[config.mk]
export PLATFORM = sky130hd
export DESIGN_NAME = dmem_arbiter
export DESIGN_NICKNAME = d
export VERILOG_FILES = /design/src/rtl/dmem_arbiter.sv
export SDC_FILE = /design/constraint.sdc
export NUM_CORES = 1
export LEC_CHECK = 0
export CAP_MARGIN = 10
export CORE_AREA = 2 2 90 92
export CTS_BUF_LIST = sky130_fd_sc_hd__clkbuf_8
export CTS_CLUSTER_SIZE = 14
export DETAILED_ROUTE_END_ITERATION = 10
export DIE_AREA = 0 0 92 94
export DONT_BUFFER_PORTS = 1
export GPL_ROUTABILITY_DRIVEN = 1
export SLEW_MARGIN = 30
export SYNTH_ARGS = -nofsm -noshare
export SYNTH_HDL_FRONTEND = slang
export SYNTH_SLANG_ARGS = --single-unit
[constraint.sdc]
create_clock -name clk -period 1.99 [get_ports clk]
set_input_delay 0.398 -clock clk [delete_from_list [all_inputs] [get_ports clk]]
set_output_delay 0.398 -clock clk [all_outputs]
set_load 0.01 [all_outputs]
[src/rtl/dmem_arbiter.sv]
// Data-memory arbiter: CPU-priority access with a streak guard that grants the
// debug/loader port after MAX_STREAK back-to-back CPU grants, plus tagged read return.
module dmem_arbiter #(
  parameter int ADDR_W     = 10,
  parameter int DATA_W     = 32,
  parameter int MAX_STREAK = 4
) (
  input  logic              clk,
  input  logic              rst,
  input  logic              cpu_req,
  input  logic              cpu_we,
  input  logic [ADDR_W-1:0] cpu_addr,
  input  logic [DATA_W-1:0] cpu_wdata,
  output logic              cpu_gnt,
  output logic              cpu_rvalid,
  output logic [DATA_W-1:0] cpu_rdata,
  input  logic              dbg_req,
  input  logic              dbg_we,
  input  logic [ADDR_W-1:0] dbg_addr,
  input  logic [DATA_W-1:0] dbg_wdata,
  output logic              dbg_gnt,
  output logic              dbg_rvalid,
  output logic [DATA_W-1:0] dbg_rdata,
  output logic              mem_en,
  output logic              mem_we,
  output logic [ADDR_W-1:0] mem_addr,
  output logic [DATA_W-1:0] mem_wdata,
  input  logic [DATA_W-1:0] mem_rdata
);

  localparam int                  STREAK_W   = $clog2(MAX_STREAK + 1);
  localparam logic [STREAK_W-1:0] STREAK_MAX = STREAK_W'(MAX_STREAK);
  localparam logic                OWNER_CPU  = 1'b0;
  localparam logic                OWNER_DBG  = 1'b1;

  logic [STREAK_W-1:0] streak_q, streak_d;
  logic                rd_pend_q, rd_pend_d;
  logic                rd_owner_q, rd_owner_d;
  logic                dbg_sel, cpu_sel;

  // Grants are gated by rst so nothing reaches memory while reset is held.
  assign dbg_sel = ~rst & dbg_req & (~cpu_req | (streak_q == STREAK_MAX));
  assign cpu_sel = ~rst & cpu_req & ~dbg_sel;

  assign cpu_gnt = cpu_sel;
  assign dbg_gnt = dbg_sel;

  // NOTE: every always_comb output gets a default first so no latch is inferred.
  always_comb begin
    mem_en    = 1'b0;
    mem_we    = 1'b0;
    mem_addr  = '0;
    mem_wdata = '0;
    if (cpu_sel) begin
      mem_en    = 1'b1;
      mem_we    = cpu_we;
      mem_addr  = cpu_addr;
      mem_wdata = cpu_wdata;
    end else if (dbg_sel) begin
      mem_en    = 1'b1;
      mem_we    = dbg_we;
      mem_addr  = dbg_addr;
      mem_wdata = dbg_wdata;
    end
  end

  always_comb begin
    streak_d = streak_q;
    if (cpu_sel && dbg_req) begin
      if (streak_q != STREAK_MAX) streak_d = streak_q + STREAK_W'(1);
    end else if (cpu_sel || dbg_sel) begin
      streak_d = '0;
    end
  end

  always_comb begin
    rd_pend_d  = mem_en & ~mem_we;
    rd_owner_d = rd_owner_q;
    if (rd_pend_d) rd_owner_d = dbg_sel ? OWNER_DBG : OWNER_CPU;
  end

  // NOTE: sequential state uses non-blocking assignments only.
  always_ff @(posedge clk or posedge rst) begin
    if (rst) begin
      streak_q   <= '0;
      rd_pend_q  <= 1'b0;
      rd_owner_q <= OWNER_CPU;
    end else begin
      streak_q   <= streak_d;
      rd_pend_q  <= rd_pend_d;
      rd_owner_q <= rd_owner_d;
    end
  end

  assign cpu_rvalid = rd_pend_q & (rd_owner_q == OWNER_CPU);
  assign dbg_rvalid = rd_pend_q & (rd_owner_q == OWNER_DBG);
  assign cpu_rdata  = mem_rdata;
  assign dbg_rdata  = mem_rdata;

endmodule

==> impl_metrics.tcl <==
set metrics [dict create \
    drt-total-wl_um 5142 \
    final.setup.worst_slack_ns -0.05027 \
    synth_cell_types 22 \
    crit_type "flip-flop to primary output" \
    clock-root-buffer "clkbuf_8" \
    slowest_delay_ns 0.38 \
    synth_edf_count 0 \
    clk_pin_slew_ns 0.03 \
    max_freq_mhz 490.1 \
    vias_per_cell 4.636 \
    fin_crit_ns 2.040 \
    die_w_um 92 \
    drive_above_1_share_pct 71.96 \
    max_cap_violations 0 \
    slew_headroom_pct 81.75 \
    die_area_sq_um 8648 \
    syn_nets 273 \
    die_h_um 94 \
    setup_violations 41 \
    yosysTopAreaCellShare_pct 38.29 \
    syn_to_final_growth_pct 36.29 \
    hold_class "input pin to flip-flop" \
    final_hold_viol_count 0 \
    ir_drop_uv 364.0 \
    ff2ff_path_depth 5 \
    skew_ns 0.0004343 \
    crit_required_ns 1.59 \
    n_antenna_cell 0 \
    yosysTopAreaCell "buf_4" \
    hpwl_um 2485 \
    grtUsageTotal_pct 9.473 \
    ys.flop_type "dfrtp_1" \
    start_util_pct 16.50 \
    num_io_pins 234 \
    synth-seq-area-share_pct 9.970 \
    violations "setup timing" \
    insertion_delay_ns 0.22 \
    numCtsBuffers 3 \
    tritoncts "built" \
    core_area_sq_um 7607 \
    synth_cells 149 \
    drtIter0Drc 15 \
    fin_cells 209 \
    timing.setup.tns_ns -0.9987 \
    synthTopCellsByCount "buf_4, a22o_1, inv_1" \
    grt_pass1_wl_um 6072 \
    place_congestion 0.7066 \
    start_kind "flip-flop" \
    ys_warn_count 0 \
    cp-end-kind "primary output" \
    antenna_found_initial 0 \
    via_count 969 \
    cts.path.max_buffers 2 \
    min_path_cells 2 \
    hold_slack_ns 0.3316 \
    final.fill_count 800 \
    grt_pass1_vias 950 \
    dp_cells 183 \
    drc 0 \
    wl_per_cell_um 24.60 \
    netlist_top_cells_area "buf_4, a22o_1, dfrtp_1" \
    crit_chain "inv_2 -> ha_4 -> buf_6 -> a31oi_4 -> buf_4 -> buf_16 -> a22o_4" \
    fin_crit_sh_pct 102.5 \
    overflow 0 \
    grt_start_max_net_pins 22 \
    clkSinkCount 5 \
    worst_pin_slew_ns 0.2738 \
    postRouteAntennaNets 0 \
    rows 32 \
    syn_area_sq_um 1255 \
    worst_ep_arrival_time_ns 1.64 \
    outcome "finished, violations left" \
    cts_max_level 1 \
    ys_ff_latch 5 \
    nNetsFinal 232 \
    slowest_stage "dfrtp_1" \
    avgSynthCellArea_sq_um 8.423 \
    power_density_nw_per_um2 394.3 \
    yosysMostFrequentCell "buf_4" \
    rsz0062_at_grt "yes" \
    async_reset_ff_share_pct 100.0 \
    finalMaxSlewViolations 0 \
    crit_fanout 10 \
    detail_route.first_pass.iterations 4 \
    leakage_nw 0.7793 \
    numPortBuffers 0 \
]
-- flip-flops by register name (all words and copies together) (netlist names) --
signal / flops
streak_q: 3
rd_pend_q: 1
rd_owner_q: 1
-- where the power goes --
part           switching [W]  internal [W]
Sequential        0.00000876      0.000113
Combinational       0.000159      0.000214
Clock              0.0000476      0.000132
-- layout by cell type (no fill, tap or decap), drive strengths merged --
master / n
clkbuf: 5
buf: 23
and2: 1
a21boi: 1
nand2b: 1
nand3b: 1
nor2: 2
nand2: 2
nor3b: 1
a32o: 1
ha: 2
dfrtp: 5
o22ai: 1
nor2b: 1
o21ai: 2
inv: 8
o21bai: 2
a31oi: 1
nand3: 1
dlygate4sd3: 1
a22o: 45
-- per-stage QoR --
stage	worst slack [ns]	instance area [sq um]	total power, W	util, %
CTS	-0.06394	1474	0.0006340	19.38
floorplan	0.08741	1255	0.0004116	-
global route	-0.1006	1710	0.0007100	22.48
global placement	0.1135	892.1	0.0003050	11.73
detailed placement	0.05954	892.1	0.0003081	11.73
finish	-0.05027	1710	0.0006744	22.48
-- per-layer routing --
layer  vias to the layer above  track usage (%)  wire, um
met5                         -                0         0
li1                        400                -         -
met3                        20            1.926       398
met2                        81            15.69      2648
met1                       468            11.73      1962
met4                         0            4.602       133
-- cell type report --
| class | instances | area, sq um | area share [%] |
|---|---|---|---|
| multi-input combinational | 65 | 954.7 | 55.82 |
| clock buffer | 3 | 41.29 | 2.414 |
| tap | 102 | 127.6 | 7.462 |
| clock inverter | 1 | 3.754 | 0.2195 |
| timing repair buffer | 26 | 431.7 | 25.24 |
| inverter | 7 | 26.28 | 1.536 |
| sequential | 5 | 125.1 | 7.315 |
-- worst paths after layout --
check | start | end | slack, ns
worst max-delay path | streak_q[0] | mem_addr[7] | -0.05
worst min-delay path | dbg_req | rd_owner_q | 0.33
worst max register to register | streak_q[0] | streak_q[2] | 0.55
worst min register to register | rd_owner_q | rd_owner_q | 0.56
max in group asynchronous | rst | streak_q[1] | 1.27
min in group asynchronous | rst | rd_owner_q | 0.54
-- worst max-delay path: cells and delay by family, from the launching register on --
| family | cells | cell delay, ns |
|---|---|---|
| AOI/OAI and AO/OA | 2 | 0.38 |
| adders and majority gates | 1 | 0.15 |
| buffers and inverters | 4 | 0.51 |
| DFF | 1 | 0.38 |
-- repair_timing --
action                                  4_1_cts  5_1_grt
gates cloned                                  7        3
pin swaps                                    12       20
resized for setup                            43       20
endpoints found under the hold margin         5        0
buffers inserted                              9        2
hold buffers                                  1        0
endpoints found under the setup margin       43       44
-- cells by family after synthesis --
logic type	synth area share, %
adders and majority gates	1.994
AOI/OAI and AO/OA	37.29
buffers and inverters	45.56
DFF	9.970
and+or+nand+nor	5.186
Note: power is estimated with default switching activity, not from simulation.
